## src/rtl/control_part4_pkg.sv

```systemverilog
// Shared constants and state encodings for the part4 matrix-vector sequencer.
// Contents: dimension/width localparams and the FSM state codes.
// The FSM codes are plain logic constants so older tooling can read the state.
package control_part4_pkg;

  localparam int N        = 8;
  localparam int DATA_W   = 14;
  localparam int ACC_W    = 28;
  localparam int ADDR_X_W = 3;
  localparam int ADDR_W_W = 6;

  typedef logic [2:0] state_t;

  localparam logic [2:0] ST_IDLE   = 3'd0;
  localparam logic [2:0] ST_LOAD_W = 3'd1;
  localparam logic [2:0] ST_LOAD_X = 3'd2;
  localparam logic [2:0] ST_CLEAR  = 3'd3;
  localparam logic [2:0] ST_MAC    = 3'd4;
  localparam logic [2:0] ST_DRAIN  = 3'd5;
  localparam logic [2:0] ST_OUT    = 3'd6;

endpackage

```

## src/rtl/control_part4_if.sv

```systemverilog
// Host-side handshakes of control_part4: input word stream and result stream.
// Ports: s_valid/s_ready/s_data (words in), out_valid/out_ready/out_row (results out).
// master = host/stimulus side, slave = control_part4 side.
interface control_part4_if;
  import control_part4_pkg::*;

  logic                     s_valid;
  logic                     s_ready;
  logic signed [DATA_W-1:0] s_data;
  logic                     out_valid;
  logic                     out_ready;
  logic [ADDR_X_W-1:0]      out_row;

  modport master (
    output s_valid, s_data, out_ready,
    input  s_ready, out_valid, out_row
  );

  modport slave (
    input  s_valid, s_data, out_ready,
    output s_ready, out_valid, out_row
  );

endinterface

```

## src/rtl/control_part4.sv

```systemverilog
// Sequencer for datapath_part4: loads W (8x8) and X (8) from a word stream, then runs one 8-term MAC per row.
// Ports: clk/rst_n, start/load_w command, stream+result handshakes via control_part4_if.slave,
//   datapath controls (input_data, addr_x/wr_en_x, addr_w/wr_en_w, clear_acc, en_acc), busy, w_loaded.
// Latency: start of CLEAR to out_valid is 10 cycles; out_ready low holds OUT (accumulator untouched).
module control_part4
  import control_part4_pkg::*;
(
  input  logic                       clk,
  input  logic                       rst_n,
  input  logic                       start,
  input  logic                       load_w,
  control_part4_if.slave             s,
  output logic signed [DATA_W-1:0]   input_data,
  output logic [ADDR_X_W-1:0]        addr_x,
  output logic                       wr_en_x,
  output logic [ADDR_W_W-1:0]        addr_w,
  output logic                       wr_en_w,
  output logic                       clear_acc,
  output logic                       en_acc,
  output logic                       busy,
  output logic                       w_loaded
);

  state_t                state_q;
  logic [ADDR_W_W-1:0]   cnt_q;
  logic [ADDR_X_W-1:0]   row_q;
  logic                  en_acc_q;
  logic                  w_loaded_q;

  logic in_load_w, in_load_x, in_mac, accept;

  assign in_load_w = (state_q == ST_LOAD_W);
  assign in_load_x = (state_q == ST_LOAD_X);
  assign in_mac    = (state_q == ST_MAC);

  assign s.s_ready = in_load_w | in_load_x;
  assign accept    = s.s_valid & s.s_ready;

  assign input_data = s.s_data;
  assign wr_en_w    = in_load_w & s.s_valid;
  assign wr_en_x    = in_load_x & s.s_valid;

  // In MAC the W address only carries the row; the datapath forms the
  // column from addr_x, so both memories are indexed by the same term k.
  assign addr_w = in_load_w ? cnt_q :
                  in_mac    ? {row_q, 3'b000} : '0;
  assign addr_x = (in_load_x | in_mac) ? cnt_q[ADDR_X_W-1:0] : '0;

  assign clear_acc   = (state_q == ST_CLEAR);
  // The datapath registers its product select, so the accumulate enable
  // trails the MAC address phase by one cycle; DRAIN picks up term 7.
  assign en_acc      = en_acc_q;
  assign s.out_valid = (state_q == ST_OUT);
  assign s.out_row   = row_q;
  assign busy        = (state_q != ST_IDLE);
  assign w_loaded    = w_loaded_q;

  always_ff @(posedge clk or negedge rst_n) begin
    if (!rst_n) begin
      state_q    <= ST_IDLE;
      cnt_q      <= '0;
      row_q      <= '0;
      en_acc_q   <= 1'b0;
      w_loaded_q <= 1'b0;
    end else begin
      en_acc_q <= in_mac;
      case (state_q)
        ST_IDLE: begin
          if (start) begin
            cnt_q <= '0;
            if (load_w || !w_loaded_q) begin
              state_q    <= ST_LOAD_W;
              // A partial reload leaves W inconsistent until all 64 words land.
              w_loaded_q <= 1'b0;
            end else begin
              state_q <= ST_LOAD_X;
            end
          end
        end
        ST_LOAD_W: begin
          if (accept) begin
            if (cnt_q == 6'd63) begin
              cnt_q      <= '0;
              w_loaded_q <= 1'b1;
              state_q    <= ST_LOAD_X;
            end else begin
              cnt_q <= cnt_q + 6'd1;
            end
          end
        end
        ST_LOAD_X: begin
          if (accept) begin
            if (cnt_q[2:0] == 3'd7) begin
              cnt_q   <= '0;
              row_q   <= '0;
              state_q <= ST_CLEAR;
            end else begin
              cnt_q <= cnt_q + 6'd1;
            end
          end
        end
        ST_CLEAR: begin
          cnt_q   <= '0;
          state_q <= ST_MAC;
        end
        ST_MAC: begin
          if (cnt_q[2:0] == 3'd7) begin
            cnt_q   <= '0;
            state_q <= ST_DRAIN;
          end else begin
            cnt_q <= cnt_q + 6'd1;
          end
        end
        ST_DRAIN: begin
          state_q <= ST_OUT;
        end
        ST_OUT: begin
          if (s.out_ready) begin
            if (row_q == 3'd7) begin
              state_q <= ST_IDLE;
            end else begin
              row_q   <= row_q + 3'd1;
              state_q <= ST_CLEAR;
            end
          end
        end
        default: state_q <= ST_IDLE;
      endcase
    end
  end

endmodule

```

## src/flat_wrapper.sv

```systemverilog
// flat-port wrapper written by rule: the top's interface ports become plain ports
module control_part4_flat import control_part4_pkg::*;
  (clk, rst_n, start, load_w, input_data, addr_x, wr_en_x, addr_w, wr_en_w, clear_acc, en_acc, busy, w_loaded, s_s_valid, s_s_data, s_out_ready, s_s_ready, s_out_valid, s_out_row);
  control_part4_if s_i ();
  input  logic clk;
  input  logic rst_n;
  input  logic start;
  input  logic load_w;
  output logic signed [DATA_W-1:0] input_data;
  output logic [ADDR_X_W-1:0] addr_x;
  output logic wr_en_x;
  output logic [ADDR_W_W-1:0] addr_w;
  output logic wr_en_w;
  output logic clear_acc;
  output logic en_acc;
  output logic busy;
  output logic w_loaded;
  input wire logic [$bits(s_i.s_valid)-1:0] s_s_valid;
  input wire logic [$bits(s_i.s_data)-1:0] s_s_data;
  input wire logic [$bits(s_i.out_ready)-1:0] s_out_ready;
  output wire logic [$bits(s_i.s_ready)-1:0] s_s_ready;
  output wire logic [$bits(s_i.out_valid)-1:0] s_out_valid;
  output wire logic [$bits(s_i.out_row)-1:0] s_out_row;
  assign s_i.s_valid = s_s_valid;
  assign s_i.s_data = s_s_data;
  assign s_i.out_ready = s_out_ready;
  assign s_s_ready = s_i.s_ready;
  assign s_out_valid = s_i.out_valid;
  assign s_out_row = s_i.out_row;
  control_part4 u_core (.clk(clk), .rst_n(rst_n), .start(start), .load_w(load_w), .s(s_i), .input_data(input_data), .addr_x(addr_x), .wr_en_x(wr_en_x), .addr_w(addr_w), .wr_en_w(wr_en_w), .clear_acc(clear_acc), .en_acc(en_acc), .busy(busy), .w_loaded(w_loaded));
endmodule
```

## config.mk

```make
export PLATFORM = sky130hd
export DESIGN_NAME = control_part4_flat
export DESIGN_NICKNAME = d
export VERILOG_FILES = /design/src/rtl/control_part4_pkg.sv /design/src/rtl/control_part4_if.sv /design/src/rtl/control_part4.sv /design/src/flat_wrapper.sv
export SDC_FILE = /design/constraint.sdc
export NUM_CORES = 1
export LEC_CHECK = 0
export CORE_MARGIN = 2
export CORE_UTILIZATION = 42
export CTS_BUF_LIST = sky130_fd_sc_hd__clkbuf_4
export DETAILED_ROUTE_END_ITERATION = 8
export PLACE_DENSITY = 0.83
export SYNTH_ARGS = -nofsm -noshare
export SYNTH_HDL_FRONTEND = slang
export SYNTH_SLANG_ARGS = --single-unit
```

## constraint.sdc

```tcl
create_clock -name clk -period 2.2 [get_ports clk]
set_input_delay 0.66 -clock clk [delete_from_list [all_inputs] [get_ports clk]]
set_output_delay 0.66 -clock clk [all_outputs]
set_load 0.02 [all_outputs]
```

==> flow_summary.toml <==
[timing]
slew_headroom_pct = 56.5
hold_violations = 0
timing.final.crit_share_pct = 97.1
finalSetupViolCount = 0
fin_worst_skew_ns = 0.00156
fmax_ghz = 0.468
maxSlewViolCount = 0
fin_hold_ws_ns = 0.565
rsz0062_at_grt = "false"
min_period_ns = 2.14
worst_pin_slew_ns = 0.651

[detailed_routing]
vias_per_cell = 5.66
drcViolationCount = 0
drt-initial-drc-count = 44
ant_nets = 0
vias = 1047
dr.pass1.iters = 4
wire_per_inst_um = 15.7
wirelength_mm = 2.90

[global_routing]
met3_usage_pct = 4.45
busiest_layer = "met2"
grt_start_max_net_pins = 17
use_met2_pct = 34.9
grt-ovfl-total = 0
grt_usage_pct = 19.9
antenna_found_initial = 0
grt_pass1_wl_mm = 4.91
grt_pass1_vias = 1046
grt_util_met1_pct = 23.2

[critical_path]
end_kind = "output port"
worstSetupStartpointType = "flip-flop"
required_ns = 1.54
r2r_slack_ns = 0.32
crit_type = "reg -> out"
worst_ep_arrival_time_ns = 1.48
critPathMaxFanout = 4

[synth]
synth_flop_cell = "dfrtp_1"
synth-edff-count = 0
ys_ff_latch = 14
synth_cell_types = 40
syn_area_sq_um = 1110
ys_seq_area_share_pct = 31.6
ys_async_sr_fraction_pct = 100
synthesis.nets = 151
avgSynthCellArea_sq_um = 8.73
yosysWarnings = 0
syn_inst = 127

[power_and_ir_drop]
peakVddDrop_mv = 0.700
power.total_uw = 1870
p_per_area_nw_per_um2 = 1320
leakage_uw = 0.000688

[clock_tree]
postCtsSetupBuffers = 0
hold_buffers = 0
cts_buffers = 3
cts_tree = "built"
path_clk_slew_ns = 0.08
clock-root-buffer = "clkbuf_4"
cts.sinks = 14
cts_buffer_depth = 2
insertion_delay_ns = 0.28
htreeDepth = 1

[finish]
drive_gt1_share_pct = 32.9
nets = 181
final_core_util_pct = 56.7
layout_common_cells = "nand2_1, buf_4, dfrtp_1"
antennaDiodeCount = 0
area_growth_pct = 27.9

[floorplanning]
row_count = 18
start_util_pct = 44.3
io-pin-count = 54
core_region_area_sq_um = 2500
die_x_um = 55.4
die-area_sq_um = 3070
die_h_um = 55.4

[place]
place_hpwl_mm = 2.11
numPortBuffers = 25
gp_congestion = 0.900

[run]
drv_cap = 0

[min_path]
hp-class = "reg -> reg"

[outcome]
status = "complete, no violations"
==> synthesized netlist by cell type, types with 2 or more instances <==
cell type	number	area (sq um)
buf_4	14	105
nand3_1	6	30.0
nand3b_1	2	15.0
dfrtp_1	14	350
a31oi_1	2	12.5
nand2_1	15	56.3
o21ai_1	2	10.0
ha_1	4	50.1
a21o_1	2	15.0
and3_1	6	37.5
nor2b_1	5	31.3
a21oi_1	5	25.0
nor2_2	3	18.8
a21boi_1	2	15.0
a32o_1	2	20.0
a31o_1	2	17.5
buf_2	2	10.0
a22o_1	3	26.3
nor2_1	8	30.0
o21ai_0	3	15.0
and2_1	6	37.5
==> worst max-delay path: stages (launching register included) <==
cell,delay (ns)
dfrtp_1,0.41
buf_6,0.14
buf_6,0.12
xnor2_4,0.12
nor2_4,0.14
and2_1,0.15
buf_6,0.12
==> cell type report <==
cell class,instances,area [sq um]
Multi-Input combinational cell,94,656
Inverter,2,7.51
Sequential cell,14,352
Timing Repair Buffer,42,343
Tap cell,30,37.5
Fill cell,221,1080
Clock buffer,3,22.5
==> cells by family after synthesis <==
logic type                 synth area share [%]
adders and majority gates                  4.51
AOI/OAI and AO/OA                          16.8
buffers and inverters                      12.1
DFF                                        31.6
xor gates and xnor gates                   2.26
and+or+nand+nor                            31.7
muxes                                      1.02
==> repair_timing <==
item                                    in CTS  in global routing
hold endpoints to repair                     0                  0
pin swaps                                    0                  2
endpoints found under the setup margin      15                 12
gates resized for setup                     46                 25
gates cloned                                 0                  0
==> path summary, 6_finish.rpt <==
path / start / endpoint / cells after the start
max: u_core.state_q[1]$_DFFE_PN0P_ / addr_x[1] / 6
min: u_core.cnt_q[1]$_DFFE_PN0P_ / u_core.cnt_q[1]$_DFFE_PN0P_ / 2
max reg2reg: u_core.cnt_q[0]$_DFFE_PN0P_ / u_core.cnt_q[5]$_DFFE_PN0P_ / 6
min reg2reg: u_core.cnt_q[1]$_DFFE_PN0P_ / u_core.cnt_q[1]$_DFFE_PN0P_ / 2
max in group asynchronous: rst_n / u_core.state_q[2]$_DFFE_PN0P_ / 1
min in group asynchronous: rst_n / u_core.cnt_q[1]$_DFFE_PN0P_ / 1
==> layer usage <==
metal / vias to the layer above / part of all wire [%]
met5: - / 0
met4: 0 / 2.9
met3: 17 / 6.8
met2: 40 / 49
met1: 497 / 41
li1: 493 / -
==> metrics by stage <==
| step | cells | setup TNS (ns) | setup slack (ns) | area, sq um |
|---|---|---|---|---|
| 2_1_floorplan | 127 | 0 | 0.317 | 1110 |
| 3_3_place_gp | 182 | -1.62 | -0.479 | 1400 |
| 3_5_place_dp | 182 | -1.88 | -0.490 | 1400 |
| 4_1_cts | 185 | -0.215 | -0.0733 | 1430 |
| 5_1_grt | 185 | 0 | 0.00200 | 1420 |
| 6_report | 185 | 0 | 0.0648 | 1420 |
==> flip-flops by register name, indices dropped and copies added, names as in the netlist <==
signal,cells
u_core.state_q,3
u_core.w_loaded,1
u_core.en_acc,1
u_core.cnt_q,6
u_core.s.out_row,3
==> power by group <==
group,switching [uW],total (uW),internal (uW)
registers,111,448,337
clock network,81.8,145,63.6
logic,669,1280,611
total,862,1870,1010
(Power assumes the default switching activity.)
